## config.mk

```make
export PLATFORM = sky130hd
export DESIGN_NAME = hsmc_tx_phase_sequencer_flat
export DESIGN_NICKNAME = d
export VERILOG_FILES = /design/src/rtl/hsmc_tx_phase_sequencer_pkg.sv /design/src/rtl/hsmc_tx_phase_sequencer_if.sv /design/src/rtl/hsmc_tx_phase_sequencer_dwell_timer.sv /design/src/rtl/hsmc_tx_phase_sequencer.sv /design/src/flat_wrapper.sv
export SDC_FILE = /design/constraint.sdc
export NUM_CORES = 1
export LEC_CHECK = 0
export ABC_AREA = 1
export CORE_ASPECT_RATIO = 1.2
export CORE_MARGIN = 2
export CORE_UTILIZATION = 50
export CTS_BUF_LIST = sky130_fd_sc_hd__clkbuf_16
export CTS_CLUSTER_DIAMETER = 150
export DETAILED_ROUTE_END_ITERATION = 7
export GPL_ROUTABILITY_DRIVEN = 0
export PLACE_DENSITY = 0.79
export SETUP_SLACK_MARGIN = 0.1
export SLEW_MARGIN = 20
export SYNTH_ARGS = -nofsm -noshare
export SYNTH_HDL_FRONTEND = slang
export SYNTH_SLANG_ARGS = --single-unit
```

## constraint.sdc

```tcl
create_clock -name OSC_50_B8A -period 1.6 [get_ports OSC_50_B8A]
set_input_delay 0.48 -clock OSC_50_B8A [delete_from_list [all_inputs] [get_ports OSC_50_B8A]]
set_output_delay 0.48 -clock OSC_50_B8A [all_outputs]
set_load 0.01 [all_outputs]
```

## src/rtl/hsmc_tx_phase_sequencer_pkg.sv

```systemverilog
// Shared types, phase encodings and width helpers for the HSMC TX phase sequencer.
package hsmc_tx_pkg;

  typedef enum logic [2:0] {
    ST_IDLE,
    ST_LOAD,
    ST_DRIVE_P,
    ST_GUARD_P,
    ST_DRIVE_N,
    ST_GUARD_N,
    ST_DONE
  } state_t;

  typedef logic [1:0] phase_t;

  localparam phase_t PH_IDLE  = 2'd0;
  localparam phase_t PH_P     = 2'd1;
  localparam phase_t PH_GUARD = 2'd2;
  localparam phase_t PH_N     = 2'd3;

  function automatic int dwell_width(input int shift);
    return 4 + shift;
  endfunction

  function automatic int guard_width(input int cycles);
    return (cycles > 1) ? $clog2(cycles) : 1;
  endfunction

endpackage

```

## src/rtl/hsmc_tx_phase_sequencer_if.sv

```systemverilog
// Pattern-source handshake plus TX pin / status bundle of the HSMC TX phase sequencer.
interface hsmc_tx_phase_sequencer_if
  import hsmc_tx_pkg::*;
#(
  parameter int LANES = 4
);
  logic             EN;
  logic [3:0]       DWELL;
  logic [LANES-1:0] DATA;
  logic             DATA_VALID;
  logic             DATA_READY;
  logic [LANES-1:0] TX_P;
  logic [LANES-1:0] TX_N;
  phase_t           PHASE;
  logic             FRAME_DONE;

  modport master (
    output EN, DWELL, DATA, DATA_VALID,
    input  DATA_READY, TX_P, TX_N, PHASE, FRAME_DONE
  );

  modport slave (
    input  EN, DWELL, DATA, DATA_VALID,
    output DATA_READY, TX_P, TX_N, PHASE, FRAME_DONE
  );
endinterface

```

## src/rtl/hsmc_tx_phase_sequencer_dwell_timer.sv

```systemverilog
// Loadable down-counter that parks at zero; used for both the dwell and guard intervals.
module hsmc_dwell_timer #(
  parameter int W = 4
) (
  input  logic         i_clk,
  input  logic         i_rst,
  input  logic         i_load,
  input  logic [W-1:0] i_load_val,
  input  logic         i_dec,
  output logic         o_zero
);
  logic [W-1:0] r_cnt;

  // A load wins over a decrement; the count never wraps below zero.
  always_ff @(posedge i_clk or posedge i_rst) begin
    if (i_rst) begin
      r_cnt <= '0;
    end else if (i_load) begin
      r_cnt <= i_load_val;
    end else if (i_dec && (r_cnt != '0)) begin
      r_cnt <= r_cnt - W'(1);
    end
  end

  assign o_zero = (r_cnt == '0);
endmodule

```

## src/rtl/hsmc_tx_phase_sequencer.sv

```systemverilog
// Fetches one word per frame and drives it on TX_P then TX_N, separated by all-zero guard gaps.
//
// state   | meaning
// IDLE    | outputs zero, waiting for EN
// LOAD    | DATA_READY high, waiting for a word
// DRIVE_P | word on TX_P for (DWELL << DWELL_SHIFT) + 1 cycles
// GUARD_P | all-zero gap, GUARD_CYCLES cycles
// DRIVE_N | word on TX_N, same dwell rule, DWELL resampled on entry
// GUARD_N | all-zero gap, GUARD_CYCLES cycles
// DONE    | one-cycle FRAME_DONE pulse
module hsmc_tx_phase_sequencer
  import hsmc_tx_pkg::*;
#(
  parameter int LANES        = 4,
  parameter int DWELL_SHIFT  = 20,
  parameter int GUARD_CYCLES = 16
) (
  input  logic                   OSC_50_B8A,
  input  logic                   RESET,
  hsmc_tx_phase_sequencer_if.slave bus
);
  localparam int DW = dwell_width(DWELL_SHIFT);
  localparam int GW = guard_width(GUARD_CYCLES);
  localparam logic [GW-1:0] GUARD_LOAD = GW'(GUARD_CYCLES - 1);

  logic             r_rst_meta, r_rst_sync;
  state_t           r_state;
  logic [LANES-1:0] r_word, r_tx_p, r_tx_n;
  phase_t           r_phase;
  logic             r_ready, r_done;

  logic          w_hs, w_dw_load, w_dw_dec, w_dw_zero, w_gd_load, w_gd_dec, w_gd_zero;
  logic [DW-1:0] w_dw_val;

  // Reset asserts immediately but is released on a clock edge.
  always_ff @(posedge OSC_50_B8A or posedge RESET) begin
    if (RESET) begin
      r_rst_meta <= 1'b1;
      r_rst_sync <= 1'b1;
    end else begin
      r_rst_meta <= 1'b0;
      r_rst_sync <= r_rst_meta;
    end
  end

  assign w_hs      = r_ready && bus.DATA_VALID;
  assign w_dw_val  = DW'(bus.DWELL) << DWELL_SHIFT;
  assign w_dw_load = w_hs || ((r_state == ST_GUARD_P) && w_gd_zero);
  assign w_dw_dec  = (r_state == ST_DRIVE_P) || (r_state == ST_DRIVE_N);
  assign w_gd_load = w_dw_dec && w_dw_zero;
  assign w_gd_dec  = (r_state == ST_GUARD_P) || (r_state == ST_GUARD_N);

  hsmc_dwell_timer #(.W(DW)) u_dwell (
    .i_clk      (OSC_50_B8A),
    .i_rst      (r_rst_sync),
    .i_load     (w_dw_load),
    .i_load_val (w_dw_val),
    .i_dec      (w_dw_dec),
    .o_zero     (w_dw_zero)
  );

  hsmc_dwell_timer #(.W(GW)) u_guard (
    .i_clk      (OSC_50_B8A),
    .i_rst      (r_rst_sync),
    .i_load     (w_gd_load),
    .i_load_val (GUARD_LOAD),
    .i_dec      (w_gd_dec),
    .o_zero     (w_gd_zero)
  );

  // Outputs are set on the edge that enters each state, so they line up with r_state.
  always_ff @(posedge OSC_50_B8A or posedge r_rst_sync) begin
    if (r_rst_sync) begin
      r_state <= ST_IDLE;
      r_word  <= '0;
      r_tx_p  <= '0;
      r_tx_n  <= '0;
      r_phase <= PH_IDLE;
      r_ready <= 1'b0;
      r_done  <= 1'b0;
    end else begin
      r_done <= 1'b0;
      case (r_state)
        ST_IDLE: begin
          if (bus.EN) begin
            r_state <= ST_LOAD;
            r_ready <= 1'b1;
          end
        end
        ST_LOAD: begin
          if (w_hs) begin
            r_state <= ST_DRIVE_P;
            r_word  <= bus.DATA;
            r_tx_p  <= bus.DATA;
            r_phase <= PH_P;
            r_ready <= 1'b0;
          end else if (!bus.EN) begin
            r_state <= ST_IDLE;
            r_ready <= 1'b0;
          end
        end
        ST_DRIVE_P: begin
          if (w_dw_zero) begin
            r_state <= ST_GUARD_P;
            r_tx_p  <= '0;
            r_phase <= PH_GUARD;
          end
        end
        ST_GUARD_P: begin
          if (w_gd_zero) begin
            r_state <= ST_DRIVE_N;
            r_tx_n  <= r_word;
            r_phase <= PH_N;
          end
        end
        ST_DRIVE_N: begin
          if (w_dw_zero) begin
            r_state <= ST_GUARD_N;
            r_tx_n  <= '0;
            r_phase <= PH_GUARD;
          end
        end
        ST_GUARD_N: begin
          if (w_gd_zero) begin
            r_state <= ST_DONE;
            r_phase <= PH_IDLE;
            r_done  <= 1'b1;
          end
        end
        ST_DONE: begin
          r_state <= bus.EN ? ST_LOAD : ST_IDLE;
          r_ready <= bus.EN;
        end
        default: begin
          r_state <= ST_IDLE;
          r_tx_p  <= '0;
          r_tx_n  <= '0;
          r_phase <= PH_IDLE;
          r_ready <= 1'b0;
        end
      endcase
    end
  end

  assign bus.DATA_READY = r_ready;
  assign bus.TX_P       = r_tx_p;
  assign bus.TX_N       = r_tx_n;
  assign bus.PHASE      = r_phase;
  assign bus.FRAME_DONE = r_done;
endmodule
```

## src/flat_wrapper.sv

```systemverilog
// flat-port wrapper written by rule: the top's interface ports become plain ports
module hsmc_tx_phase_sequencer_flat import hsmc_tx_pkg::*;
#(
  parameter int LANES        = 4,
  parameter int DWELL_SHIFT  = 20,
  parameter int GUARD_CYCLES = 16
)
  (OSC_50_B8A, RESET, bus_EN, bus_DWELL, bus_DATA, bus_DATA_VALID, bus_DATA_READY, bus_TX_P, bus_TX_N, bus_PHASE, bus_FRAME_DONE);
  hsmc_tx_phase_sequencer_if #(.LANES(LANES)) bus_i ();
  input  logic OSC_50_B8A;
  input  logic RESET;
  input wire logic [$bits(bus_i.EN)-1:0] bus_EN;
  input wire logic [$bits(bus_i.DWELL)-1:0] bus_DWELL;
  input wire logic [$bits(bus_i.DATA)-1:0] bus_DATA;
  input wire logic [$bits(bus_i.DATA_VALID)-1:0] bus_DATA_VALID;
  output wire logic [$bits(bus_i.DATA_READY)-1:0] bus_DATA_READY;
  output wire logic [$bits(bus_i.TX_P)-1:0] bus_TX_P;
  output wire logic [$bits(bus_i.TX_N)-1:0] bus_TX_N;
  output wire logic [$bits(bus_i.PHASE)-1:0] bus_PHASE;
  output wire logic [$bits(bus_i.FRAME_DONE)-1:0] bus_FRAME_DONE;
  assign bus_i.EN = bus_EN;
  assign bus_i.DWELL = bus_DWELL;
  assign bus_i.DATA = bus_DATA;
  assign bus_i.DATA_VALID = bus_DATA_VALID;
  assign bus_DATA_READY = bus_i.DATA_READY;
  assign bus_TX_P = bus_i.TX_P;
  assign bus_TX_N = bus_i.TX_N;
  assign bus_PHASE = bus_i.PHASE;
  assign bus_FRAME_DONE = bus_i.FRAME_DONE;
  hsmc_tx_phase_sequencer #(.LANES(LANES), .DWELL_SHIFT(DWELL_SHIFT), .GUARD_CYCLES(GUARD_CYCLES)) u_core (.OSC_50_B8A(OSC_50_B8A), .RESET(RESET), .bus(bus_i));
endmodule
```

Word level (Yosys, flattened, before mapping). Cells that the tools add are included.

Output and inout bits: 12. Logic and storage cells: 86. Bits in registers: 49. Input port bits: 12.

Add/sub/neg operators: 2. Eq/ne operators: 14. Reduce and logical (&&, ||, !) cells: 26. Mux-type cells: 29. Bitwise operators: 4.

Operator list (count): two-way mux 24 bit (2); logical NOT 24 bit (1); one-hot mux 4 bit (3 select lines) (2); nonzero test 24 bit (1); subtractor 24 x 1 -> 24 bit (second input constant) (1); two-way mux 3 bit (7); one-hot mux 3 bit (7 select lines) (1); two-way mux 4 bit (5); != test 2 x 1 -> 1 bit (second input constant) (6); one-hot mux 2 bit (5 select lines) (1); OR reduction 5 bit (2); equality test 3 bit (second input constant) (3); AND reduction 3 bit (3); two-way mux 2 bit (4); equality test 3 x 2 -> 1 bit (second input constant) (2); two-way mux 1 bit (6); AND reduction 6 bit (1); logical AND 1 bit (5); AND reduction 5 bit (1); logical NOT 4 bit (1); inverter 1 bit (4); one-hot mux 1 bit (4 select lines) (1); nonzero test 2 bit (2); nonzero test 4 bit (1); other kinds (9) (12).

Longest topological paths before layout. Gate-level depths: netlist of run 1.

Depth after elaboration: 5. Gate-level depth with buffers: 13. Depth with buffers taken out: 12.

Cells and area by module. From an unflattened synthesis of run 1, not the netlist that was laid out.

Cells, all modules: 482. Area, all modules: 3343.2 um2.

Modules (own cells, without submodules): hsmc_dwell_timer (u_core.u_dwell) (cells each 298, times used 1, area an instance 1969.4 um2, sequential area each 600.6 um2); hsmc_tx_phase_sequencer (cells each 137, times used 1, area an instance 1074.8 um2, sequential area each 528.0 um2); hsmc_dwell_timer (u_core.u_guard) (cells each 47, times used 1, area an instance 299.0 um2, sequential area each 100.1 um2).

Worst setup path after synthesis of run 1. No wires, ideal clock.

Kind: register to register. Start: register u_core.u_guard.r_cnt[0]. End: register u_core.u_dwell.r_cnt[13]. Data arrival time: 1.510 ns. Required time: 1.482 ns. Setup slack: -0.028 ns. Setup time: 0.118 ns. Cell stages (with the launch flop): 10. Clock period less this slack: 1.628 ns. Buffers on the path: 2. Path through: dfrtp_1 > inv_1 > ha_1 > inv_1 > nor3_2 > a21oi_4 > buf_4 > buf_4 > nand4_1 > nand2_1.

Word-level cells in the longest chain between the ends: 4. Elaborated cells on any way between the ends: 5. Classes of those cells: 1 x mux; 4 x reduce/logical.

Ends and longest elaborated chain: start: declaration (RTL line hsmc_tx_phase_sequencer_dwell_timer.sv:12) `logic [W-1:0] r_cnt;`; start signal: assignment (RTL line hsmc_tx_phase_sequencer_dwell_timer.sv:19) `r_cnt <= i_load_val;`; start signal: assignment (RTL line hsmc_tx_phase_sequencer_dwell_timer.sv:21) `r_cnt <= r_cnt - W'(1);`; logical NOT 4 bit (*) (RTL line hsmc_tx_phase_sequencer_dwell_timer.sv:25) `assign o_zero = (r_cnt == '0);`; logical AND 1 bit (*) (RTL line hsmc_tx_phase_sequencer.sv:48) `assign w_dw_load = w_hs || ((r_state == ST_GUARD_P) && w_gd_zero);`; logical OR 1 bit (*) (RTL line hsmc_tx_phase_sequencer.sv:48); two-way mux 24 bit / nonzero test 2 bit (equally long branches); end signal: assignment (RTL line hsmc_tx_phase_sequencer_dwell_timer.sv:19); end signal: assignment (RTL line hsmc_tx_phase_sequencer_dwell_timer.sv:21); end: declaration (RTL line hsmc_tx_phase_sequencer_dwell_timer.sv:12).

Mark *: on every way between the ends. The rest lies on a longest branch, timed or not. A chain may end at the register's enable or synchronous reset.

Worst setup path in the final report of run 1.
Start: register u_core.u_dwell.r_cnt[1]. End: register u_core.u_dwell.r_cnt[6].

Word-level cells in the longest chain between the ends: 3. Elaborated cells on any way between the ends: 6. Classes of those cells: 1 x add/sub; 2 x mux; 3 x reduce/logical.

Ends and longest elaborated chain: subtractor 24 x 1 -> 24 bit / nonzero test 24 bit (equally long branches) (RTL line hsmc_tx_phase_sequencer_dwell_timer.sv:21, hsmc_tx_phase_sequencer_dwell_timer.sv:20); two-way mux 24 bit / logical AND 1 bit (equally long branches) (RTL line hsmc_tx_phase_sequencer_dwell_timer.sv:20) `end else if (i_dec && (r_cnt != '0)) begin`; two-way mux 24 bit / nonzero test 2 bit (equally long branches).

Several ways; a longest one is shown, not always the timed one. The select of a mux whose other input is x is not followed.

==> impl_results.md, run 1 <==
* RSZ-0062 raised after global routing: true
* Gr usage total at 25.4%
* Post-synth EDFFs at 0
* Outcome: complete, but fails checks
* Layout cells sized above 1 at 28.5%
* Total net switching power at 4520 uW
* Root Driver: clkbuf_16
* Worst setup endpoint: u_core.u_dwell.r_cnt[6]
* CTS Buffer Depth at 2
* Netlist Area Pre-Place at 0.00286 mm^2
* Failing checks: negative setup slack
* TritonCTS clock tree: built
* Dominant synthesized flop cell: dfrtp_1
* DP HPWL at 5.20 mm
* Peak Freq at 594 MHz
* Design area at 0.00396 mm^2
* Crit path required time at 1780 ps
* Crit path capture type: flop
* Flip-flop and latch count after synthesis at 49
* Total congestion overflow at 0
* Initial antenna violation count at 0
* Site Rows at 30
* Gate count of the mapped netlist at 395
* Top cells by area, synth: dfrtp_1 (41%), nand2_1 (18%), nor2_1 (6.8%), nand3_1 (6.5%), inv_1 (5.0%)
* Worst r2r src: u_core.u_dwell.r_cnt[1]
* First drt pass iteration count at 7
* DR WL/cell at 14.8 um
* Post-synth ARST share at 100%
* Register area share after synthesis at 43.0%
* Hold Worst Slack at 260 ps
* Worst Setup SP: u_core.u_dwell.r_cnt[1]
* # setup viols final at 36
* I/O Pins at 24
* Top-count cell post-synth: nand2_1
* LEAKAGE at 0.00214 uW
* # H-tree levels at 2
* Switching part of the total at 47.9%
* Clock Latency Late Sink at 300 ps
* MaxCap Viol Count at 0
* Core area at 0.00559 mm^2
* Via count at 2964
* Fin crit share at 105%
* Post-placement cell area at 0.00349 mm^2
* First-pass GRT wire length at 12.7 mm
* Critical path launch point type: flop
* Initial DRC count at 191
* Die area at 0.00634 mm^2
* Clock Skew at 10.3 ps
* Critical path arrival at 1860 ps
* Area delta synth->final at 38.5%
* Area leader, netlist: dfrtp_1
* DR vias/cell at 5.51
* Final hold viol count at 0
* Total clock sinks at 49
* Vias in the first global route at 2896
* Synth cell types at 33
* Crit path max fanout at 5
* VDD IR max at 1200 uV
* Commonest cells post-synth: nand2_1 (135), nor2_1 (52), dfrtp_1 (47)
* CTS Buf Count at 5
* Aggregate routed wire length at 7.94 mm
* Proportion of power drawn by combinational gates at 64.0%
* Pwr dens at 2390 mW/mm^2
* RR Endpoint: u_core.u_dwell.r_cnt[6]
* Synth Net Count at 410
* Reg2Reg Setup Slack at -80 ps
* Crit path kind: reg2reg
* Final min period at 1680 ps
* Synthesis Warnings at 0
* Clk slew on worst S/H paths at 80 ps
* Buffers added on ports at 23
* Clock power share at 13.4%
* Number of remaining DRC errors at 0
* Initial Utilization at 51.1%
* Fin worst setup slack at -82.4 ps
* Die H at 86.8 um
* R2R depth at 9
* Nets at 488
* Top-area cell type share of the netlist area at 41.1%
* Fin. max-slew vios at 0
* Internal at 4920 uW
* Largest net degree at the start of global routing at 29
* Inserted Diodes at 0
* Sequential power share at 22.6%
* Post-synthesis average cell area at 7.24 um^2
* HP Class: reg2async
* ANT nets after route at 0
* Die width at 73.0 um
-- critical path, stage by stage (launching register included) --
cell and delay, ps:
dfrtp_1 410, inv_2 100, buf_4 130, ha_2 210, nand2_4 100, nor2_1 250, xor2_1 200, nor2_1 70
nand2_2 50, o21ai_1 50
-- cell families after synthesis --
group	synth area share [%]
AOI/OAI and AO/OA	6.74
buffers and inverters	7.31
adders and majority gates	1.31
other	0.131
and+or+nand+nor	40.0
DFF	43.0
xor gates and xnor gates	1.53
-- layer usage --
metal / wire length [um] / track usage (%)
met5: 0 / 0
met4: 313 / 12.0
met3: 355 / 3.60
met2: 4270 / 45.5
met1: 3000 / 29.3
-- flip-flops by register name, indices dropped and copies added (netlist names) --
register / cells
u_core.bus.FRAME_DONE: 1
u_core.u_guard.r_cnt: 4
u_core.r_rst_sync: 1
u_core.r_rst_meta: 1
u_core.bus.PHASE: 2
u_core.bus.TX_P: 4
u_core.u_dwell.r_cnt: 24
u_core.r_word: 4
u_core.r_state: 3
u_core.bus.TX_N: 4
u_core.bus.DATA_READY: 1
-- placed cells by master (no fill, tap or decap), types with 4 or more instances in the layout --
| master | n |
|---|---|
| o21ai_0 | 4 |
| nor2_2 | 11 |
| xor2_1 | 5 |
| clkbuf_16 | 5 |
| nand3_2 | 4 |
| nand3_1 | 31 |
| nand2_1 | 122 |
| inv_2 | 15 |
| nand2_2 | 13 |
| nor2_1 | 42 |
| dfrtp_1 | 45 |
| buf_6 | 6 |
| nand4_1 | 16 |
| nand3_4 | 5 |
| a21o_1 | 8 |
| buf_4 | 44 |
| inv_1 | 26 |
| clkdlybuf4s50_1 | 11 |
| dlygate4sd2_1 | 12 |
| nor2_4 | 5 |
| o21ai_1 | 12 |
-- power groups by stage --
stage	clock, uW	sequential [uW]	combinational [uW]
2_1_floorplan	0	2160	3300
3_3_place_gp	0	2100	4960
3_5_place_dp	0	2110	5120
4_1_cts	1260	2110	5610
5_1_grt	1320	2180	6610
6_report	1270	2140	6040
-- repair_timing --
action | 4_1_cts | 5_1_grt
resized for setup | 60 | 24
pin swaps | 13 | 8
hold buffers | 0 | 0
endpoints found under the setup margin | 58 | 42
endpoints found under the hold margin | 0 | 0
buffers inserted | 7 | 2
-- per-stage QoR --
| step | power [uW] | utilization (%) | instances | setup WS [ps] | TNS, ps |
|---|---|---|---|---|---|
| after floorplan | 5460 | - | 395 | 60.0 | 0 |
| after global placement | 7060 | 62.4 | 521 | -239 | -5660 |
| after detailed placement | 7230 | 62.4 | 521 | -308 | -7520 |
| after CTS | 8980 | 69.2 | 536 | -60.5 | -331 |
| after global routing | 10100 | 70.8 | 538 | -157 | -4780 |
| final | 9440 | 70.8 | 538 | -82.4 | -1270 |
-- worst min path at each step --
stage	start	end	slack (ps)	depth (start not counted)
after detailed placement	u_core.r_rst_sync	u_core.u_guard.r_cnt[2]	270	1
final	u_core.r_rst_sync	u_core.bus.FRAME_DONE	260	1
after CTS	u_core.r_rst_sync	u_core.u_guard.r_cnt[1]	280	1
after global placement	u_core.r_rst_sync	u_core.u_guard.r_cnt[3]	260	1
after global routing	u_core.r_rst_sync	u_core.bus.FRAME_DONE	320	1
after floorplan	u_core.r_rst_meta	u_core.r_rst_sync	350	0
-- area by class of cell --
type                            count  area (um^2)
Clock buffer                        5          125
Clock inverter                      3         47.5
Fill cell                         397         1630
Inverter                           44          181
Multi-Input combinational cell    297         1620
Sequential cell                    49         1230
Tap cell                           64         80.1
Timing Repair Buffer               76          673
Power figures use the tool's default switching activity.
==> run 2: changes to the inputs <==
- CTS_CLUSTER_DIAMETER: 150 -> unset
==> results of run 2 <==
The final DEF is identical to that of run 1; final timing and power are the same.
